$ cat src/rtl/bcd_seg_pkg.sv
// Shared segment constants for the BCD scan display driver.
// Bit k of a pattern drives segment a+k; patterns are active-high.
package bcd_seg_pkg;

  localparam int SEG_A = 0;
  localparam int SEG_B = 1;
  localparam int SEG_C = 2;
  localparam int SEG_D = 3;
  localparam int SEG_E = 4;
  localparam int SEG_F = 5;
  localparam int SEG_G = 6;

  localparam logic [6:0] SA = 7'(1 << SEG_A);
  localparam logic [6:0] SB = 7'(1 << SEG_B);
  localparam logic [6:0] SC = 7'(1 << SEG_C);
  localparam logic [6:0] SD = 7'(1 << SEG_D);
  localparam logic [6:0] SE = 7'(1 << SEG_E);
  localparam logic [6:0] SF = 7'(1 << SEG_F);
  localparam logic [6:0] SG = 7'(1 << SEG_G);

  localparam logic [6:0] SEG_0     = SA | SB | SC | SD | SE | SF;
  localparam logic [6:0] SEG_1     = SB | SC;
  localparam logic [6:0] SEG_2     = SA | SB | SD | SE | SG;
  localparam logic [6:0] SEG_3     = SA | SB | SC | SD | SG;
  localparam logic [6:0] SEG_4     = SB | SC | SF | SG;
  localparam logic [6:0] SEG_5     = SA | SC | SD | SF | SG;
  localparam logic [6:0] SEG_6     = SA | SC | SD | SE | SF | SG;
  localparam logic [6:0] SEG_7     = SA | SB | SC;
  localparam logic [6:0] SEG_8     = SA | SB | SC | SD | SE | SF | SG;
  localparam logic [6:0] SEG_9     = SA | SB | SC | SD | SF | SG;
  localparam logic [6:0] SEG_DASH  = SG;
  localparam logic [6:0] SEG_BLANK = 7'h00;

endpackage

$ cat src/rtl/bcd_to_seg7.sv
// Combinational BCD digit to seven-segment pattern decoder.
// Non-decimal codes show a dash so corrupt input is visible on the display.
module bcd_to_seg7
  import bcd_seg_pkg::*;
(
  input  logic [3:0] bcd,
  output logic [6:0] seg
);

  always_comb begin
    case (bcd)
      4'd0:    seg = SEG_0;
      4'd1:    seg = SEG_1;
      4'd2:    seg = SEG_2;
      4'd3:    seg = SEG_3;
      4'd4:    seg = SEG_4;
      4'd5:    seg = SEG_5;
      4'd6:    seg = SEG_6;
      4'd7:    seg = SEG_7;
      4'd8:    seg = SEG_8;
      4'd9:    seg = SEG_9;
      default: seg = SEG_DASH;
    endcase
  end

endmodule

$ cat src/rtl/bcd_seg_scan.sv
// Time-multiplexed common-anode seven-segment driver with a tear-free double buffer.
// Define BCD_SEG_LZB_EN to enable leading-zero blanking.
module bcd_seg_scan
  import bcd_seg_pkg::*;
#(
  parameter int NDIG     = 4,
  parameter int PRESCALE = 1000
) (
  input  logic              clk,
  input  logic              rst_n,
  input  logic              load,
  input  logic [4*NDIG-1:0] bcd_in,
  output logic [6:0]        seg,
  output logic [NDIG-1:0]   an,
  output logic              frame_done,
  output logic              pending
);

  localparam int PW = $clog2(PRESCALE);
  localparam int IW = $clog2(NDIG);

  logic [PW-1:0]     pcnt;
  logic [IW-1:0]     idx;
  logic [4*NDIG-1:0] shadow;
  logic [4*NDIG-1:0] active;
  logic [4*NDIG-1:0] active_nxt;
  logic [3:0]        digit;
  logic [6:0]        dec_seg;
  logic [NDIG-1:0]   an_nxt;
  logic              blank;
  logic              pcnt_wrap;
  logic              idx_last;

  assign pcnt_wrap = (pcnt == PW'(PRESCALE - 1));
  assign idx_last  = (idx == IW'(NDIG - 1));

  // The frame_done cycle is the frame boundary; a same-cycle load bypasses the
  // shadow, and decode is fed from the post-boundary value so digit 0 is never stale.
  always_comb begin
    active_nxt = active;
    if (frame_done) begin
      if (load)         active_nxt = bcd_in;
      else if (pending) active_nxt = shadow;
    end
  end

  always_comb begin
    digit = 4'd0;
    for (int i = 0; i < NDIG; i++)
      if (idx == IW'(i)) digit = active_nxt[4*i +: 4];
  end

  bcd_to_seg7 u_dec (
    .bcd (digit),
    .seg (dec_seg)
  );

`ifdef BCD_SEG_LZB_EN
  logic zrun;
  always_comb begin
    zrun  = 1'b1;
    blank = 1'b0;
    for (int i = NDIG - 1; i >= 1; i--) begin
      zrun = zrun & (active_nxt[4*i +: 4] == 4'd0);
      if (zrun && (idx == IW'(i))) blank = 1'b1;
    end
  end
`else
  assign blank = 1'b0;
`endif

  always_comb begin
    an_nxt = '1;
    for (int i = 0; i < NDIG; i++)
      if (!blank && (idx == IW'(i))) an_nxt[i] = 1'b0;
  end

  always_ff @(posedge clk or negedge rst_n) begin
    if (!rst_n) begin
      pcnt       <= '0;
      idx        <= '0;
      shadow     <= '0;
      active     <= '0;
      pending    <= 1'b0;
      seg        <= SEG_BLANK;
      an         <= '1;
      frame_done <= 1'b0;
    end else begin
      pcnt <= pcnt_wrap ? '0 : pcnt + 1'b1;
      if (pcnt_wrap) idx <= idx_last ? '0 : idx + 1'b1;
      frame_done <= pcnt_wrap && idx_last;
      active     <= active_nxt;
      if (load) begin
        shadow  <= bcd_in;
        pending <= !frame_done;
      end else if (frame_done) begin
        pending <= 1'b0;
      end
      seg <= blank ? SEG_BLANK : dec_seg;
      an  <= an_nxt;
    end
  end

endmodule

$ cat config.mk
export PLATFORM = sky130hd
export DESIGN_NAME = bcd_seg_scan
export DESIGN_NICKNAME = d
export VERILOG_FILES = /design/src/rtl/bcd_seg_pkg.sv /design/src/rtl/bcd_to_seg7.sv /design/src/rtl/bcd_seg_scan.sv
export SDC_FILE = /design/constraint.sdc
export NUM_CORES = 1
export LEC_CHECK = 0
export CORE_ASPECT_RATIO = 1.75
export CORE_UTILIZATION = 55
export DETAILED_ROUTE_END_ITERATION = 10
export PLACE_DENSITY = 0.82
export SYNTH_ARGS = -nofsm -noshare
export SYNTH_HDL_FRONTEND = slang
export SYNTH_SLANG_ARGS = --single-unit
$ cat constraint.sdc
create_clock -name clk -period 2.9 [get_ports clk]
set_input_delay 0.58 -clock clk [delete_from_list [all_inputs] [get_ports clk]]
set_output_delay 0.58 -clock clk [all_outputs]
set_load 0.05 [all_outputs]
[Word level (Yosys, flattened, before mapping)]
Memories as Yosys holds them, arrays and structs flattened. A register that Yosys moved wholly into a read port is not among the register bits.
Index checks and enable logic that the tools add are counted.
Storage, ports and cells
  word-level logic and storage cells: 34
  input port bits: 19
  bits in read-only memories: 112
  output and inout bits: 13
  memories kept: 1
  register bits: 50
Memory list
  (no name shown): depth 16, bits a word 7, rd ports 1, clocked after Yosys merged registers in 1, write ports 0, RTL line bcd_to_seg7.sv:11  | case (bcd)
Cells by class
  $add $sub $neg: 2
  mux-type cells: 15
  equal/unequal tests: 4
  reductions and logical operators: 5
Operators by type and width (count)
  16-bit 2-to-1 mux: 3
  4-bit 2-to-1 mux: 4
  10-bit by 1-bit adder with 10-bit output (second input constant): 1
  10-bit == test (second input constant): 1
  10-bit 2-to-1 mux: 1
  1-bit 2-to-1 mux: 6
  2-bit == test (second input constant): 2
  2-bit by 1-bit adder with 2-bit output (second input constant): 1
  2-bit by 1-bit == test with 1-bit output (second input constant): 1
  1-bit logical NOT: 2
  2-bit logical NOT: 1
  2-bit 2-to-1 mux: 1
  2-bit nonzero test: 1
  1-bit logical AND: 1

[Logic depth before layout (Yosys ltp)]
Gate-level depths: netlist of the first run.
  depth after elaboration: 7
  mapped depth: 11

[By module]
Synthesis of the first run repeated with hierarchy kept, for this count alone.
Second synthesis, totals
  cells, all modules: 207
  area total of the unflattened synthesis: 2670.1 µm²
By module, submodules not included
  bcd_seg_scan: times used 1, cells an instance 178, area an instance 2444.8 µm²
  bcd_to_seg7: times used 1, cells an instance 29, area an instance 225.2 µm²

[Worst setup path before layout of the first run]
OpenSTA, ideal clock, no wires.
  kind: register to register
  start: register frame_done
  end: register seg[3]
  period minus slack after synthesis: 2.750 ns
  data arrival time: 2.676 ns
  stages on the path, launching flop included: 11
  data required time: 2.826 ns
  slack: 0.150 ns
  path buffers: 2
  cells stage by stage: dfrtp_1 > buf_2 > inv_2 > buf_4 > o21ai_0 > a21oi_1 > o31ai_1 > inv_1 > ha_1 > mux2_4 > o21ai_2
On the way
  cells in the longest elaborated chain, start to end: 5
Ends and longest elaborated chain
  from (decl): RTL line bcd_seg_scan.sv:15  | output logic frame_done,
  from (signal assigned): RTL line bcd_seg_scan.sv:91  | frame_done <= pcnt_wrap && idx_last;
  16-bit 2-to-1 mux *: RTL line bcd_seg_scan.sv:41  | if (frame_done) begin
  4-bit 2-to-1 mux (3 in a row): RTL line bcd_seg_scan.sv:50  | if (idx == IW'(i)) digit = active_nxt[4*i +: 4];
  4-bit 2-to-1 mux *: RTL line bcd_seg_scan.sv:50
  to (decl): RTL line bcd_seg_scan.sv:13  | output logic [6:0] seg,
Every way passes the cells marked *; elsewhere a longest branch is shown, timed or not.
A chain may end at the register's enable or synchronous reset.

[Worst setup path after layout of the first run]
  start: input port load
  end: register seg[3]
On the way
  cells in the longest elaborated chain, start to end: 6
Ends and longest elaborated chain
  from (decl): RTL line bcd_seg_scan.sv:11  | input logic load,
  16-bit 2-to-1 mux *: RTL line bcd_seg_scan.sv:42  | if (load) active_nxt = bcd_in;
  16-bit 2-to-1 mux *: RTL line bcd_seg_scan.sv:41
  4-bit 2-to-1 mux (3 in a row): RTL line bcd_seg_scan.sv:50
  4-bit 2-to-1 mux *: RTL line bcd_seg_scan.sv:50
Marked as above.

==> results of run 1 <==
==> state kept, by name (all words and copies together), names as in the netlist <==
register	flops
active	16
pending	1
seg	7
an	4
shadow	16
pcnt	10
frame_done	1
idx	2
==> logic make-up (layout without fill, tap and decap cells) <==
group	Yosys count	after routing	share of synthesized area
simple gates	59	59	0.113
flops	57	57	0.532
buf+inv	21	81	0.0377
compound gates	48	48	0.138
xor+xnor	7	7	0.0228
mux	25	25	0.105
fa+ha+maj	11	11	0.0512
==> worst max-delay path by stage <==
stage | endpoint | start | slack (ns)
after global placement | seg[3]$_DFF_PN0_ | load | -0.02
after CTS | seg[3]$_DFF_PN0_ | load | 0.25
after detailed placement | seg[3]$_DFF_PN0_ | load | -0.09
after floorplan | seg[3]$_DFF_PN0_ | frame_done$_DFF_PN0_ | 0.15
after global routing | seg[3]$_DFF_PN0_ | load | 0.02
final | seg[3]$_DFF_PN0_ | load | 0.23
==> metrics by stage <==
stage               setup slack (ns)  utilization
global route                  0.0217        0.716
floorplan                      0.150            -
CTS                            0.254        0.716
finish                         0.231        0.716
global placement             -0.0188        0.675
detailed placement           -0.0876        0.675
==> synthesized netlist by cell type (2+ instances only) <==
cell type and count:
nor2b_1 2, nand3_1 7, xor2_1 4, inv_1 12, nor2_1 14, buf_2 3, nand4_1 2, mux2_4 2
dfrtp_1 53, nand2b_1 3, nand2_1 17, a21oi_1 10, nor3_1 2, dfstp_2 4, a32oi_1 7, o21ai_1 2
mux2i_1 5, clkbuf_1 2, o21ai_0 9, and2_1 4, o21ai_2 5, buf_6 2, ha_1 11, xnor2_1 3
mux2_2 18
==> area by class of cell <==
type,instances,area (um2),share of cell area
Tap cell,52,65.1,0.0193
Clock buffer,14,183,0.0542
Clock inverter,2,10.0,0.00297
Sequential cell,57,1430,0.425
Timing Repair Buffer,52,475,0.141
Multi-Input combinational cell,150,1160,0.343
Inverter,13,48.8,0.0145
==> where the power goes <==
part | switching, mW | internal, mW
clock | 0.302 | 0.401
sequential | 0.0120 | 0.819
combinational | 0.0391 | 0.0503
==> worst max-delay path: stages <==
cell             delay, ns
clkdlybuf4s50_1       0.47
buf_4                 0.21
and2_1                0.20
a32oi_1               0.22
a21oi_1               0.11
o31ai_1               0.35
inv_1                 0.10
ha_1                  0.32
mux2_4                0.28
o21ai_2               0.10
==> layer usage <==
metal / track usage / wire, um
met1: 0.263 / 2180
met2: 0.453 / 3190
met3: 0.0725 / 187
met4: 0.122 / 135
met5: 0 / 0
==> flow_summary.yaml, run 1 <==
route:
  drtIter0Drc: 45
  num_vias: 1922
  drt-total-wl_um: 5690
  wl_per_cell_um: 16.7
  route.detailed.drc: 0
  ant_nets: 0
  avgViaCountPerCell: 5.65
  dr.pass1.iters: 4
sta:
  setup_tns_ns: 0
  fmax_mhz: 375
  slew_headroom: 0.584
  fin_crit_ns: 2.67
  finalSetupViolations: 0
  hold_viol: 0
  slew_viol_final: 0
  rsz0062_at_grt: "no"
  tightest_slew_ns: 0.625
  clock_skew_ns: 0.00706
  min_period_over_period: 0.920
  whs_ns: 0.255
clock_tree:
  htreeDepth: 3
  numCtsBuffers: 9
  clk_pin_slew_ns: 0.06
  hold_buffers: 0
  cts.sinks: 57
  post-cts-setup-buffer-count: 0
  cts_root_buf: "clkbuf_8"
  cts-resized-gates: 0
  clockBufferDepth: 2
  cts_tree: "built"
  insertion_delay_ns: 0.34
setup_path:
  worstReg2RegEnd: "seg[3]$_DFF_PN0_"
  required_ns: 3.17
  r2r-start: "frame_done$_DFF_PN0_"
  path_max_fanout: 11
  r2r_cells: 8
  rrSetupSlack_ns: 0.47
  setup.worst_path.class: "in -> reg"
  end_kind: "register"
  worstPathArrival_ns: 2.94
  worstSetupStartpointType: "primary input"
floorplan:
  row_count: 33
  fp.coreArea_um2: 4710
  die-area_um2: 5190
  die_h_um: 94.5
  die_w_um: 54.9
  floorplan.initialDensity: 0.572
  io_pins: 32
status:
  status: "complete, no violations"
synthesis:
  synthesis.area_um2: 2690
  synth_flop_cell: "dfrtp_1"
  synth_cell_types: 50
  synth_top_area_share: 0.493
  yosys.area.top_type: "dfrtp_1"
  async_flop_share: 1.00
  postSynthAreaPerCell_um2: 11.8
  netlist_instances: 228
  ys_ff_latch: 57
  synth_edf_count: 0
  synth.area.top_cells: "dfrtp_1 49%, mux2_2 7.5%, ha_1 5.1%"
  yosysWarnings: 0
  yosysSeqAreaShare: 0.532
  synth_nets: 258
global_route:
  grt_max_degree: 29
  grt.overflow.total: 0
  track_usage: 0.258
  grt_pass1_wl_um: 9160
  first_global_vias: 2018
  antenna_found_initial: 0
placed_design:
  io_buffers: 31
  placed_area_um2: 3180
  hpwl_um: 4170
  dp_cells: 324
  gp_congestion: 0.831
layout:
  diodes: 0
  n_fill_cell: 346
  drive_above_1_share: 0.267
  fin_nets: 313
  layout_commonest_cell: "dfrtp_1"
  final_cell_mix: "53 x dfrtp_1, 30 x clkdlybuf4s50_1, 20 x buf_4"
  synthToLayoutAreaGrowth_pct: 25.3
  final_area_um2: 3370
  fin_cells: 340
pwr:
  ir_worst_vdd_uv: 409
  cellLeakagePower_nw: 1.57
  p_total_mw: 1.62
  cellPowerDensity_nw_per_um2: 481
min_path:
  hp-class: "in -> async"
job:
  drv_cap: 0
No activity file was read; power rests on OpenSTA's default activity.
==> run 2: changes to the inputs <==
--- a/config.mk
+++ b/config.mk
@@ -5,7 +5,9 @@
 export SDC_FILE = /design/constraint.sdc
 export NUM_CORES = 1
 export LEC_CHECK = 0
+export CAP_MARGIN = 30
 export CORE_ASPECT_RATIO = 1.75
+export CORE_MARGIN = 2
 export CORE_UTILIZATION = 55
 export DETAILED_ROUTE_END_ITERATION = 10
 export PLACE_DENSITY = 0.82
==> run 2 against run 1 <==
Via count grew 0.16%. Register-to-register slack better by 0.06 ns. Sequential power about the same. Clock-buffer cell count unchanged. Critical path type unchanged.
==> flow_summary.yaml, run 2 (synthesis gave the netlist of run 1 again) <==
layout:
  layout_commonest_cell: "dfrtp_1"
  drive_above_1_share: 0.260
  top_regs: "active: 16 flops, shadow: 16 flops, pcnt: 10 flops"
  synthToLayoutAreaGrowth_pct: 24.5
  final_area_um2: 3350
  final_cell_mix: "53 x dfrtp_1, 30 x clkdlybuf4s50_1, 18 x mux2_2"
  diodes: 0
  fin_nets: 310
global_route:
  first_global_vias: 1941
  grt_pass1_wl_um: 8830
  grt.overflow.total: 0
  track_usage: 0.216
  antenna_found_initial: 0
  grt_max_degree: 58
placed_design:
  placed_area_um2: 3160
  gp_congestion: 0.855
  hpwl_um: 3900
  io_buffers: 31
  post-place-ws_ns: -0.0984
clock_tree:
  insertion_delay_ns: 0.34
  cts.sinks: 57
  hold_buffers: 0
  cts_tree: "built"
  clockBufferDepth: 2
  clk_pin_slew_ns: 0.07
  htreeDepth: 3
  numCtsBuffers: 9
  cts-resized-gates: 0
  post-cts-setup-buffer-count: 0
  cts_root_buf: "clkbuf_8"
min_path:
  hp-class: "in -> async"
pwr:
  ir_worst_vdd_uv: 438
  cellPowerDensity_nw_per_um2: 485
  cellLeakagePower_nw: 1.56
job:
  drv_cap: 0
floorplan:
  row_count: 33
  die_w_um: 56.9
  fp.coreArea_um2: 4710
  floorplan.initialDensity: 0.572
  die-area_um2: 5490
  die_h_um: 96.5
  io_pins: 32
setup_path:
  worstPathArrival_ns: 2.94
  path_max_fanout: 12
  required_ns: 3.17
  setup.worst_path.class: "in -> reg"
  end_kind: "register"
  worstSetupStartpointType: "primary input"
sta:
  clock_skew_ns: 0.00994
  hold_viol: 0
  finalSetupViolations: 0
  fmax_mhz: 375
  tightest_slew_ns: 0.703
  setup_tns_ns: 0
  rsz0062_at_grt: "no"
  slew_viol_final: 0
  min_period_over_period: 0.921
  postLayoutSetupSlackWorst_ns: 0.230
  slew_headroom: 0.531
  whs_ns: 0.367
  fin_crit_ns: 2.67
status:
  status: "complete, no violations"
route:
  ant_nets: 0
  drtIter0Drc: 84
  dr.pass1.iters: 4
  avgViaCountPerCell: 5.71
  drt-total-wl_um: 5350
  num_vias: 1925
  wl_per_cell_um: 15.9
  route.detailed.drc: 0
-- run 2: cell count changes in the layout (fill, tap and decap cells not counted) --
cell   delta
buf_4     -3
-- run 2: final timing paths --
path                       slack (ns)               endpoint  cells after the start                 start
setup / recovery                 0.23       seg[3]$_DFF_PN0_                     10                  load
hold / removal                   0.37  shadow[8]$_DFFE_PN0P_                      2                 rst_n
setup reg to reg                 0.53       seg[3]$_DFF_PN0_                      8  frame_done$_DFF_PN0_
hold reg to reg                  0.46      pcnt[0]$_DFF_PN0_                      1     pcnt[0]$_DFF_PN0_
max in group asynchronous        2.05       seg[2]$_DFF_PN0_                      2                 rst_n
min in group clk                 0.46      pcnt[0]$_DFF_PN0_                      1     pcnt[0]$_DFF_PN0_
-- run 2: area by class of cell --
type / count / area (um2)
multi-input cells: 150 / 1160
inverters: 13 / 48.8
clock buffers: 14 / 183
fillers: 339 / 1360
repair buffers: 49 / 453
well taps: 52 / 65.1
flip-flops and latches: 57 / 1430
clock inverters: 2 / 10.0
-- run 2: worst max-delay path: stages --
cell and delay, ns:
clkdlybuf4s50_1 0.49, buf_4 0.22, and2_1 0.21, a32oi_1 0.22, a21oi_1 0.10, o31ai_1 0.31, inv_1 0.10, ha_1 0.32
mux2_4 0.28, o21ai_2 0.11
-- run 2: metal layers --
layer,GRT usage,wire (um)
met1,0.241,2200
met2,0.374,2830
met3,0.0692,190
met4,0.101,127
met5,0,0
-- run 2: metrics by stage --
step | total power [mW] | cells | utilization
floorplan | 0.877 | 228 | -
global placement | 0.931 | 321 | 0.670
detailed placement | 0.932 | 321 | 0.670
CTS | 1.63 | 337 | 0.711
global route | 1.68 | 337 | 0.711
finish | 1.62 | 337 | 0.711
-- run 2: where the power goes --
part,leakage [nW],internal [mW],switching [mW]
Clock,0.102,0.401,0.305
Combinational,0.763,0.0493,0.0376
Sequential,0.692,0.819,0.0110
